`src/rtl/id_ex_operand_stage.sv`:
```
// ID/EX pipeline register with EX-stage operand forwarding (forwarding built only with OPERAND_FORWARD_EN).
// Latency 1 cycle; stall holds the stage (operands still refresh from forwarding), flush loads a bubble.
module id_ex_operand_stage (
  input  logic        clk,
  input  logic        reset,
  input  logic        stall,
  input  logic        flush,
  input  logic        idValid,
  input  logic [31:0] idReadData1,
  input  logic [31:0] idReadData2,
  input  logic [4:0]  idRs,
  input  logic [4:0]  idRt,
  input  logic [4:0]  idRd,
  input  logic [31:0] idImm,
  input  logic [3:0]  idAluControl,
  input  logic        idAluSrc,
  input  logic        idShiftOp,
  input  logic        idRegDst,
  input  logic        idRegWrite,
  input  logic        idMemRead,
  input  logic        idMemWrite,
  input  logic        idMemToReg,
  input  logic        exMemRegWrite,
  input  logic [4:0]  exMemRd,
  input  logic [31:0] exMemAluOut,
  input  logic        memWbRegWrite,
  input  logic [4:0]  memWbRd,
  input  logic [31:0] memWbData,
  output logic [31:0] in1,
  output logic [31:0] in2,
  output logic [3:0]  aluControl,
  output logic        exValid,
  output logic        exRegWrite,
  output logic        exMemRead,
  output logic        exMemWrite,
  output logic        exMemToReg,
  output logic [4:0]  exWriteReg,
  output logic [31:0] exStoreData,
  output logic [4:0]  exRs,
  output logic [4:0]  exRt
);

  typedef struct packed {
    logic regWrite;
    logic memRead;
    logic memWrite;
    logic memToReg;
  } ctrl_t;

  logic        r_valid;
  ctrl_t       r_ctrl;
  logic [3:0]  r_aluControl;
  logic        r_aluSrc;
  logic        r_shiftOp;
  logic [4:0]  r_rs;
  logic [4:0]  r_rt;
  logic [4:0]  r_writeReg;
  logic [31:0] r_op1;
  logic [31:0] r_op2;
  logic [31:0] r_imm;

  logic [31:0] w_fwdA;
  logic [31:0] w_fwdB;
  logic [31:0] w_op1_stall;
  logic [31:0] w_op2_stall;
  ctrl_t       w_id_ctrl;

  assign w_id_ctrl = '{regWrite: idRegWrite & idValid,
                       memRead:  idMemRead  & idValid,
                       memWrite: idMemWrite & idValid,
                       memToReg: idMemToReg & idValid};

`ifdef OPERAND_FORWARD_EN
  // EX/MEM is the younger producer, so it is checked first; r0 is hardwired zero.
  always_comb begin
    w_fwdA = r_op1;
    if (exMemRegWrite && exMemRd == r_rs && r_rs != 5'd0)
      w_fwdA = exMemAluOut;
    else if (memWbRegWrite && memWbRd == r_rs && r_rs != 5'd0)
      w_fwdA = memWbData;
  end

  always_comb begin
    w_fwdB = r_op2;
    if (exMemRegWrite && exMemRd == r_rt && r_rt != 5'd0)
      w_fwdB = exMemAluOut;
    else if (memWbRegWrite && memWbRd == r_rt && r_rt != 5'd0)
      w_fwdB = memWbData;
  end

  // A stalled instruction must keep a producer's result once it leaves MEM/WB.
  assign w_op1_stall = w_fwdA;
  assign w_op2_stall = w_fwdB;
`else
  logic w_unused_fwd;
  assign w_unused_fwd = ^{exMemRegWrite, exMemRd, exMemAluOut,
                          memWbRegWrite, memWbRd, memWbData};
  assign w_fwdA      = r_op1;
  assign w_fwdB      = r_op2;
  assign w_op1_stall = r_op1;
  assign w_op2_stall = r_op2;
`endif

  always_ff @(posedge clk or posedge reset) begin
    if (reset) begin
      r_valid      <= 1'b0;
      r_ctrl       <= '0;
      r_aluControl <= 4'd0;
      r_aluSrc     <= 1'b0;
      r_shiftOp    <= 1'b0;
      r_rs         <= 5'd0;
      r_rt         <= 5'd0;
      r_writeReg   <= 5'd0;
      r_op1        <= 32'd0;
      r_op2        <= 32'd0;
      r_imm        <= 32'd0;
    end else if (stall && !flush) begin
      r_op1 <= w_op1_stall;
      r_op2 <= w_op2_stall;
    end else begin
      r_valid      <= idValid & ~flush;
      r_ctrl       <= flush ? ctrl_t'('0) : w_id_ctrl;
      r_aluControl <= idAluControl;
      r_aluSrc     <= idAluSrc;
      r_shiftOp    <= idShiftOp;
      r_rs         <= idRs;
      r_rt         <= idRt;
      r_writeReg   <= idRegDst ? idRd : idRt;
      r_op1        <= idReadData1;
      r_op2        <= idReadData2;
      r_imm        <= idImm;
    end
  end

  assign in1         = r_shiftOp ? w_fwdB : w_fwdA;
  assign in2         = r_aluSrc ? r_imm : w_fwdB;
  assign exStoreData = w_fwdB;
  assign aluControl  = r_aluControl;
  assign exValid     = r_valid;
  assign exRegWrite  = r_ctrl.regWrite;
  assign exMemRead   = r_ctrl.memRead;
  assign exMemWrite  = r_ctrl.memWrite;
  assign exMemToReg  = r_ctrl.memToReg;
  assign exWriteReg  = r_writeReg;
  assign exRs        = r_rs;
  assign exRt        = r_rt;

endmodule
```
`config.mk`:
```
export PLATFORM = sky130hd
export DESIGN_NAME = id_ex_operand_stage
export DESIGN_NICKNAME = d
export VERILOG_FILES = /design/src/rtl/id_ex_operand_stage.sv
export SDC_FILE = /design/constraint.sdc
export NUM_CORES = 1
export LEC_CHECK = 0
export CORE_AREA = 2 2 125 127
export CTS_BUF_LIST = sky130_fd_sc_hd__clkbuf_4 sky130_fd_sc_hd__clkbuf_8
export CTS_CLUSTER_SIZE = 16
export DETAILED_ROUTE_END_ITERATION = 7
export DIE_AREA = 0 0 127 129
export GPL_TIMING_DRIVEN = 0
export PLACE_DENSITY_LB_ADDON = 0.3
export SKIP_CTS_REPAIR_TIMING = 1
export SLEW_MARGIN = 20
export SYNTH_ARGS = -nofsm -noshare
export SYNTH_HDL_FRONTEND = slang
export SYNTH_SLANG_ARGS = --single-unit
```
`constraint.sdc`:
```
create_clock -name clk -period 12 [get_ports clk]
set_input_delay 2.4 -clock clk [delete_from_list [all_inputs] [get_ports clk]]
set_output_delay 2.4 -clock clk [all_outputs]
set_load 0.05 [all_outputs]
```
==> results.md, run 1 <==
* DRC at 0
* Max IR drop VDD at 0.0000857 V
* Dpl hpwl at 10,900 um
* Area grow syn2layout at 57.3%
* Synth Instances at 346
* Sw frac at 32.2%
* Die Area at 16,400 um^2
* Via density at 4.80
* Post-DRT Antenna Nets at 0
* Post-synth EDFFs at 0
* Cell Pwr Density at 146 nW/um^2
* RSZ-0062 raised after global routing: false
* GPL Wtd Cong at 0.798
* Final Power at 0.00126 W
* CP Max Fanout at 10
* Maxcap violations at 0
* Core area at 15,000 um^2
* Initial drt markers at 72
* H-tree Lvls at 4
* Worst Hold Class: reg2reg
* Pre-antenna DRT Iters at 4
* IO Pins at 323
* Avg Inst Size Synth at 15.9 um^2
* Vias at 3,889
* Clk_lat worst skew at 0.43 ns
* Max clock buf depth at 2
* Cell taking the most area after synthesis: dfrtp_1
* Synth cell count leaders: mux2_2, dfrtp_1, mux2_4
* Ys Warns at 0
* Clock Sinks at 122
* Antenna cells at 0
* Pint at 0.000855 W
* Design area at 8650 um^2
* Final hold violation count at 0
* Total CTS buffers at 17
* Number of distinct library cells after synthesis at 13
* Min cycle time layout at 4.87 ns
* Root Buffer: clkbuf_8
* Final Setup Violations at 0
* Comb pwr share at 31.8%
* Syn Nets at 549
* Starting density of the core at 36.7%
* Flops & latches, synth at 122
* Routed WL at 14,600 um
* Ys async rst share at 100%
* Synth top area share at 55.5%
* Port Buffers at 245
* Register area share after synthesis at 55.5%
* Post-DP Area at 8220 um^2
* Clk network pwr share at 31.0%
* Worst path required time at 9.60 ns
* Vias in the first global route at 4,390
* Least-Margin Pin Slew at 0.557 ns
* Status: finished clean
* Fin nets at 814
* Crit end category: primary output
* Routed length per instance at 18.1 um
* Sequential share of power at 37.2%
* CP startpoint kind: flip-flop
* Synth Cell Area at 5500 um^2
* First-pass GRT wire length at 23,100 um
* All-Layer GR Usage at 18.5%
* CTS tree: done
* CP arrival at 2.47 ns
* Largest net degree at the start of global routing at 70
* Primary FF master, synth: dfrtp_1
* Achievable Freq at 205 MHz
* Top-count cell post-synth: mux2_2
* Initial antenna violation count at 0
* Share of cells above drive strength 1 at 38.5%
* Clock skew at 0 ns
* Setup TNS at 0 ns
* Net switching power at 0.000406 W
* Max-slew headroom at 62.8%
* Tcrit/Tclk final at 40.6%
* Die height at 129 um
* GR Overflow Total at 0
* P_leak at 3.58 nW
* Crit Path Category: reg2out
* Die width at 127 um
* Clock slew at reported path FFs at 0.07 ns
* Cell row count at 45
* Pins over their slew limit at 0
* Synth top area cells: dfrtp_1, mux2_2, mux2_4, buf_2, buf_6
-- worst paths after layout --
check	from	end	slack, ns	cells after the start
max reg2reg	r_aluSrc$_DFFE_PP0N_	r_aluSrc$_DFFE_PP0N_	10.82	3
min in group asynchronous	reset	r_op1[12]$_DFFE_PP0N_	2.39	2
min reg2reg	r_imm[27]$_DFFE_PP0N_	r_imm[27]$_DFFE_PP0N_	0.50	1
min	r_imm[27]$_DFFE_PP0N_	r_imm[27]$_DFFE_PP0N_	0.50	1
max in group asynchronous	reset	r_op1[1]$_DFFE_PP0N_	8.90	3
max	r_aluSrc$_DFFE_PP0N_	in2[18]	7.13	4
-- area by class of cell --
cell class,count,area (um^2)
inverters,1,8.76
plain buffers,22,145
flip-flops and latches,122,3050
fillers,1232,6320
clock buffers,24,318
well taps,188,235
multi-input cells,201,2300
repair buffers,246,2480
clock inverters,7,113
-- state kept, by name (all words and copies together) (netlist names) --
name / flops
exRs: 5
exMemRead: 1
exMemWrite: 1
aluControl: 4
exRegWrite: 1
exRt: 5
exMemToReg: 1
exStoreData: 32
r_imm: 32
r_shiftOp: 1
r_op1: 32
exValid: 1
exWriteReg: 5
r_aluSrc: 1
-- cells by family (layout without fill, tap and decap cells) --
group,count (synthesis),after routing,share of synthesized area (%)
compound gates,4,4,0.364
buf+inv,23,300,2.71
flops,122,122,55.5
mux,187,187,40.3
simple gates,10,10,1.14
-- cells in the final DEF, fill, tap and decap left out, types with 2 or more instances in the layout --
cell type,synthesis,routed
a21oi_1,4,4
buf_2,14,14
buf_6,6,6
bufinv_16,0,3
clkbuf_1,2,2
clkbuf_4,0,2
clkbuf_8,0,22
clkdlybuf4s50_1,0,245
clkinv_2,0,3
dfrtp_1,122,122
mux2_2,156,156
mux2_4,30,30
nand2_1,4,4
nand3b_1,4,4
-- per-stage QoR --
step	hold WS [ns]	cells	setup WS, ns	util (%)
floorplan	0.474	346	6.36	-
global placement	0.481	779	4.53	54.7
detailed placement	0.487	780	7.56	54.9
CTS	0.503	811	7.05	57.8
global route	0.514	811	6.91	57.8
finish	0.500	811	7.13	57.8
-- worst max-delay path, stage by stage (launching register included) --
cell	delay, ns
dfrtp_1	0.32
clkbuf_1	0.26
buf_2	0.35
mux2_2	0.38
clkdlybuf4s50_1	0.71
-- power by group through the flow --
stage / clock, W / sequential (W) / combinational [W]
final: 0.000391 / 0.000469 / 0.000401
after global routing: 0.000424 / 0.000473 / 0.000419
after CTS: 0.000405 / 0.000469 / 0.000405
after detailed placement: 0 / 0.000476 / 0.000403
after global placement: 0 / 0.000474 / 0.000399
after floorplan: 0 / 0.000525 / 0.000201
-- layer usage --
layer | global-route usage, % | vias to the layer above | share of wire [%]
met4 | 8.86 | 0 | 2.8
met1 | 21.8 | 1917 | 40
met5 | 0 | - | 0
li1 | - | 1775 | -
met3 | 7.65 | 32 | 9.2
met2 | 29.7 | 165 | 48
No activity file was read; power rests on OpenSTA's default activity.
==> run 2, diff against run 1 <==
Settings changed: CORE_AREA 2 2 125 127 to 2 2 126 128, DIE_AREA 0 0 127 129 to 0 0 128 130.
Clock period 12 ns to 4.5 ns, I/O delays scaled along.
==> results.md, run 2 (same netlist as run 1, synthesis figures left out) <==
* Status: finished clean
* Clock skew at 0 ns
* Pint at 0.00220 W
* Clk network pwr share at 29.5%
* Max clock buf depth at 2
* DR WL met2 at 7160 um
* CP startpoint kind: flip-flop
* Initial drt markers at 59
* Via density at 4.72
* Final hold violation count at 0
* Die height at 130 um
* Initial antenna violation count at 0
* Die Area at 16,600 um^2
* Post-DRT Antenna Nets at 0
* Vias in the first global route at 4,275
* Starting density of the core at 35.7%
* Worst Hold Class: reg2reg
* Final core utilization at 55.9%
* Root Buffer: clkbuf_8
* Pins over their slew limit at 0
* H-tree Lvls at 4
* Vias at 3,846
* Slowest stage cell on the critical path: clkdlybuf4s50_1
* Most frequent cells in the layout: clkdlybuf4s50_1, mux2_2, dfrtp_1
* Net switching power at 0.00109 W
* Die width at 128 um
* CP Max Fanout at 10
* Total CTS buffers at 17
* Clock Sinks at 122
* Final Setup Violations at 0
* Fin nets at 814
* Achievable Freq at 297 MHz
* Met3 wire len at 1320 um
* Slowest cell delay on critical path at 0.74 ns
* Clock slew at reported path FFs at 0.07 ns
* Antenna cells at 0
* Port Buffers at 245
* Setup TNS at 0 ns
* Cell row count at 46
* Cell Pwr Density at 382 nW/um^2
* DRC at 0
* GPL Wtd Cong at 0.725
* Crit Path Category: reg2out
* Sw frac at 33.2%
* Routed length per instance at 17.9 um
* Largest net degree at the start of global routing at 71
* Crit end category: primary output
* Share of cells above drive strength 1 at 38.4%
* Maxcap violations at 0
* CTS tree: done
* Hold_ws at 0.501 ns
* Final Power at 0.00329 W
* Design area at 8620 um^2
* Area grow syn2layout at 56.6%
* Max-slew headroom at 55.8%
* Top sig layer: met4
* RSZ-0062 raised after global routing: false
* Clk_lat worst skew at 0.42 ns
* Pre-antenna DRT Iters at 4
* Post-DP Area at 8230 um^2
* Most common cell after layout, fill and taps aside: clkdlybuf4s50_1
* Min cycle time layout at 3.37 ns
* CP arrival at 2.47 ns
* Max IR drop VDD at 0.000187 V
* Core area at 15,400 um^2
* All-Layer GR Usage at 17.9%
* P_leak at 3.55 nW
* Crit-path cells: clkbuf_1, buf_2, mux2_2, clkdlybuf4s50_1
* WL met1 at 5830 um
* GR Overflow Total at 0
* Comb pwr share at 32.5%
* Routed WL at 14,600 um
* Sequential share of power at 37.9%
* Dpl hpwl at 10,800 um
* IO Pins at 323
* Worst path required time at 3.60 ns
* Least-Margin Pin Slew at 0.663 ns
* First-pass GRT wire length at 22,500 um
* Tcrit/Tclk final at 74.9%
==> run 2: path summary, 6_finish.rpt <==
check | start | endpoint | slack (ns) | cells after the start
setup / recovery | r_shiftOp$_DFFE_PP0N_ | in1[7] | 1.13 | 4
hold / removal | r_op1[26]$_DFFE_PP0N_ | r_op1[26]$_DFFE_PP0N_ | 0.50 | 1
setup reg to reg | r_shiftOp$_DFFE_PP0N_ | r_shiftOp$_DFFE_PP0N_ | 3.30 | 3
hold reg to reg | r_op1[26]$_DFFE_PP0N_ | r_op1[26]$_DFFE_PP0N_ | 0.50 | 1
max in group asynchronous | reset | r_imm[15]$_DFFE_PP0N_ | 2.86 | 3
min in group asynchronous | reset | exWriteReg[0]$_DFFE_PP0N_ | 0.94 | 2
==> run 2: power by group through the flow <==
stage	Clock (W)	Combinational [W]	Sequential, W
after floorplan	0	0.000536	0.00140
after CTS	0.00100	0.00108	0.00125
after detailed placement	0	0.00108	0.00127
after global routing	0.00105	0.00112	0.00126
after global placement	0	0.00106	0.00126
final	0.000971	0.00107	0.00125
==> run 2: layer usage <==
layer | GRT usage [%] | vias up
li1 | - | 1769
met1 | 20.9 | 1895
met2 | 29.2 | 162
met3 | 7.05 | 20
met4 | 7.89 | 0
met5 | 0 | -
==> run 2: cell type report <==
type / count / area, um^2
clock buffer: 23 / 298
fill: 1259 / 6810
clock inverter: 7 / 92.6
multi-input combinational: 201 / 2300
timing repair buffer: 246 / 2480
buffer: 22 / 145
inverter: 1 / 8.76
tap: 192 / 240
sequential: 122 / 3050
==> run 2: metrics by stage <==
stage                     std cells  worst slack [ns]
after floorplan                 346             0.357
after global routing            814             0.955
after global placement          783             -1.42
final                           814              1.13
after detailed placement        784              1.53
after CTS                       814              1.04
==> run 2: critical path: cells and delay by family, from the launching register on <==
family | cells | cell delay, ns
buffers and inverters | 3 | 1.36
flip-flops | 1 | 0.33
multiplexers | 1 | 0.37
==> run 3, diff against run 2 <==
Clock period 4.5 ns to 3.41 ns, I/O delays scaled along.
==> results.md, run 3 (same netlist as run 1, synthesis figures left out) <==
* Status: finished clean
* Final Setup Violations at 0
* First-pass GRT wire length at 23,000 um
* Min cycle time layout at 3.17 ns
* Clock skew at 0 ns
* GR Overflow Total at 0
* Clock slew at reported path FFs at 0.07 ns
* Area grow syn2layout at 58.5%
* Tcrit/Tclk final at 92.9%
* Routed WL at 14,600 um
* Cell Pwr Density at 522 nW/um^2
* Fin nets at 816
* Most common cell after layout, fill and taps aside: clkdlybuf4s50_1
* Antenna cells at 0
* CP startpoint: r_aluSrc$_DFFE_PP0N_
* Clock Sinks at 122
* Core area at 15,400 um^2
* R2r startpoint: r_aluSrc$_DFFE_PP0N_
* Hold_ws at 0.503 ns
* GPL Wtd Cong at 0.780
* Maxcap violations at 0
* Die width at 128 um
* Clk_lat worst skew at 0.42 ns
* Total CTS buffers at 17
* Least-Margin Pin Slew at 0.639 ns
* Vias at 3,873
* H-tree Lvls at 4
* DRC at 0
* Setup TNS at 0 ns
* Worst Hold Class: reg2reg
* All-Layer GR Usage at 18.2%
* Max clock buf depth at 2
* CP startpoint kind: flip-flop
* Finished Layout Cells at 817
* Worst path required time at 2.73 ns
* Share of cells above drive strength 1 at 38.7%
* Hold Crit Start: r_op1[13]$_DFFE_PP0N_
* RSZ-0062 raised after global routing: false
* Routed length per instance at 17.9 um
* Crit Path Category: reg2out
* Cell row count at 46
* Vias in the first global route at 4,329
* Initial drt markers at 58
* Starting density of the core at 35.7%
* IO Pins at 323
* PnR worst setup slack at 0.243 ns
* Die height at 130 um
* Dpl hpwl at 11,100 um
* CP Max Fanout at 10
* P_leak at 3.60 nW
* Crit end category: primary output
* Max IR drop VDD at 0.000300 V
* Pins over their slew limit at 0
* Post-place setup slack at 0.654 ns
* Achievable Freq at 316 MHz
* Root Buffer: clkbuf_8
* CTS tree: done
* Most frequent cells in the layout: clkdlybuf4s50_1, mux2_2, dfrtp_1
* CP arrival at 2.49 ns
* Final hold violation count at 0
* Post-DRT Antenna Nets at 0
* Final core utilization at 56.5%
* Max-slew headroom at 57.3%
* Die Area at 16,600 um^2
* Via density at 4.74
* Placed Cells incl. Taps at 786
* Initial antenna violation count at 0
* Largest net degree at the start of global routing at 35
* Port Buffers at 245
* Pre-antenna DRT Iters at 3
-- run 3: worst max-delay path: stages (launching register included) --
cell and delay (ns):
dfrtp_1 0.33, clkbuf_1 0.28, buf_2 0.35, mux2_2 0.39
clkdlybuf4s50_1 0.70
-- run 3: final cells by class --
cell class                      count  area [um^2]
Fill cell                        1239         6700
Sequential cell                   122         3050
Timing Repair Buffer              248         2510
Multi-Input combinational cell    201         2300
Clock buffer                       25          332
Tap cell                          192          240
Buffer                             22          145
Clock inverter                      6          133
Inverter                            1         7.51
-- run 3: worst paths after layout --
path / end / slack, ns / depth (start not counted)
worst max register to register: r_aluSrc$_DFFE_PP0N_ / 2.21 / 3
worst min register to register: r_op1[13]$_DFFE_PP0N_ / 0.50 / 1
max in group asynchronous: r_op1[19]$_DFFE_PP0N_ / 1.91 / 4
worst max-delay path: in2[14] / 0.24 / 4
worst min-delay path: r_op1[13]$_DFFE_PP0N_ / 0.50 / 1
min in group asynchronous: exWriteReg[1]$_DFFE_PP0N_ / 0.69 / 2
-- run 3: stage by stage --
step	area (um^2)	total power, W
floorplan	5510	0.00255
global placement	8200	0.00307
detailed placement	8260	0.00310
CTS	8720	0.00461
global route	8720	0.00476
finish	8720	0.00455
-- run 3: power by group --
group,switching (W),internal (W)
clock network,0.000561,0.000927
logic,0.000802,0.000614
registers,0.0000784,0.00157
total,0.00144,0.00311
-- run 3: routing by layer --
| metal | track usage (%) | vias to the layer above | wire length, um |
|---|---|---|---|
| met2 | 30.3 | 162 | 7210 |
| met1 | 20.7 | 1913 | 5720 |
| met3 | 8.04 | 24 | 1310 |
| met4 | 7.76 | 0 | 365 |
| met5 | 0 | - | 0 |
| li1 | - | 1774 | - |
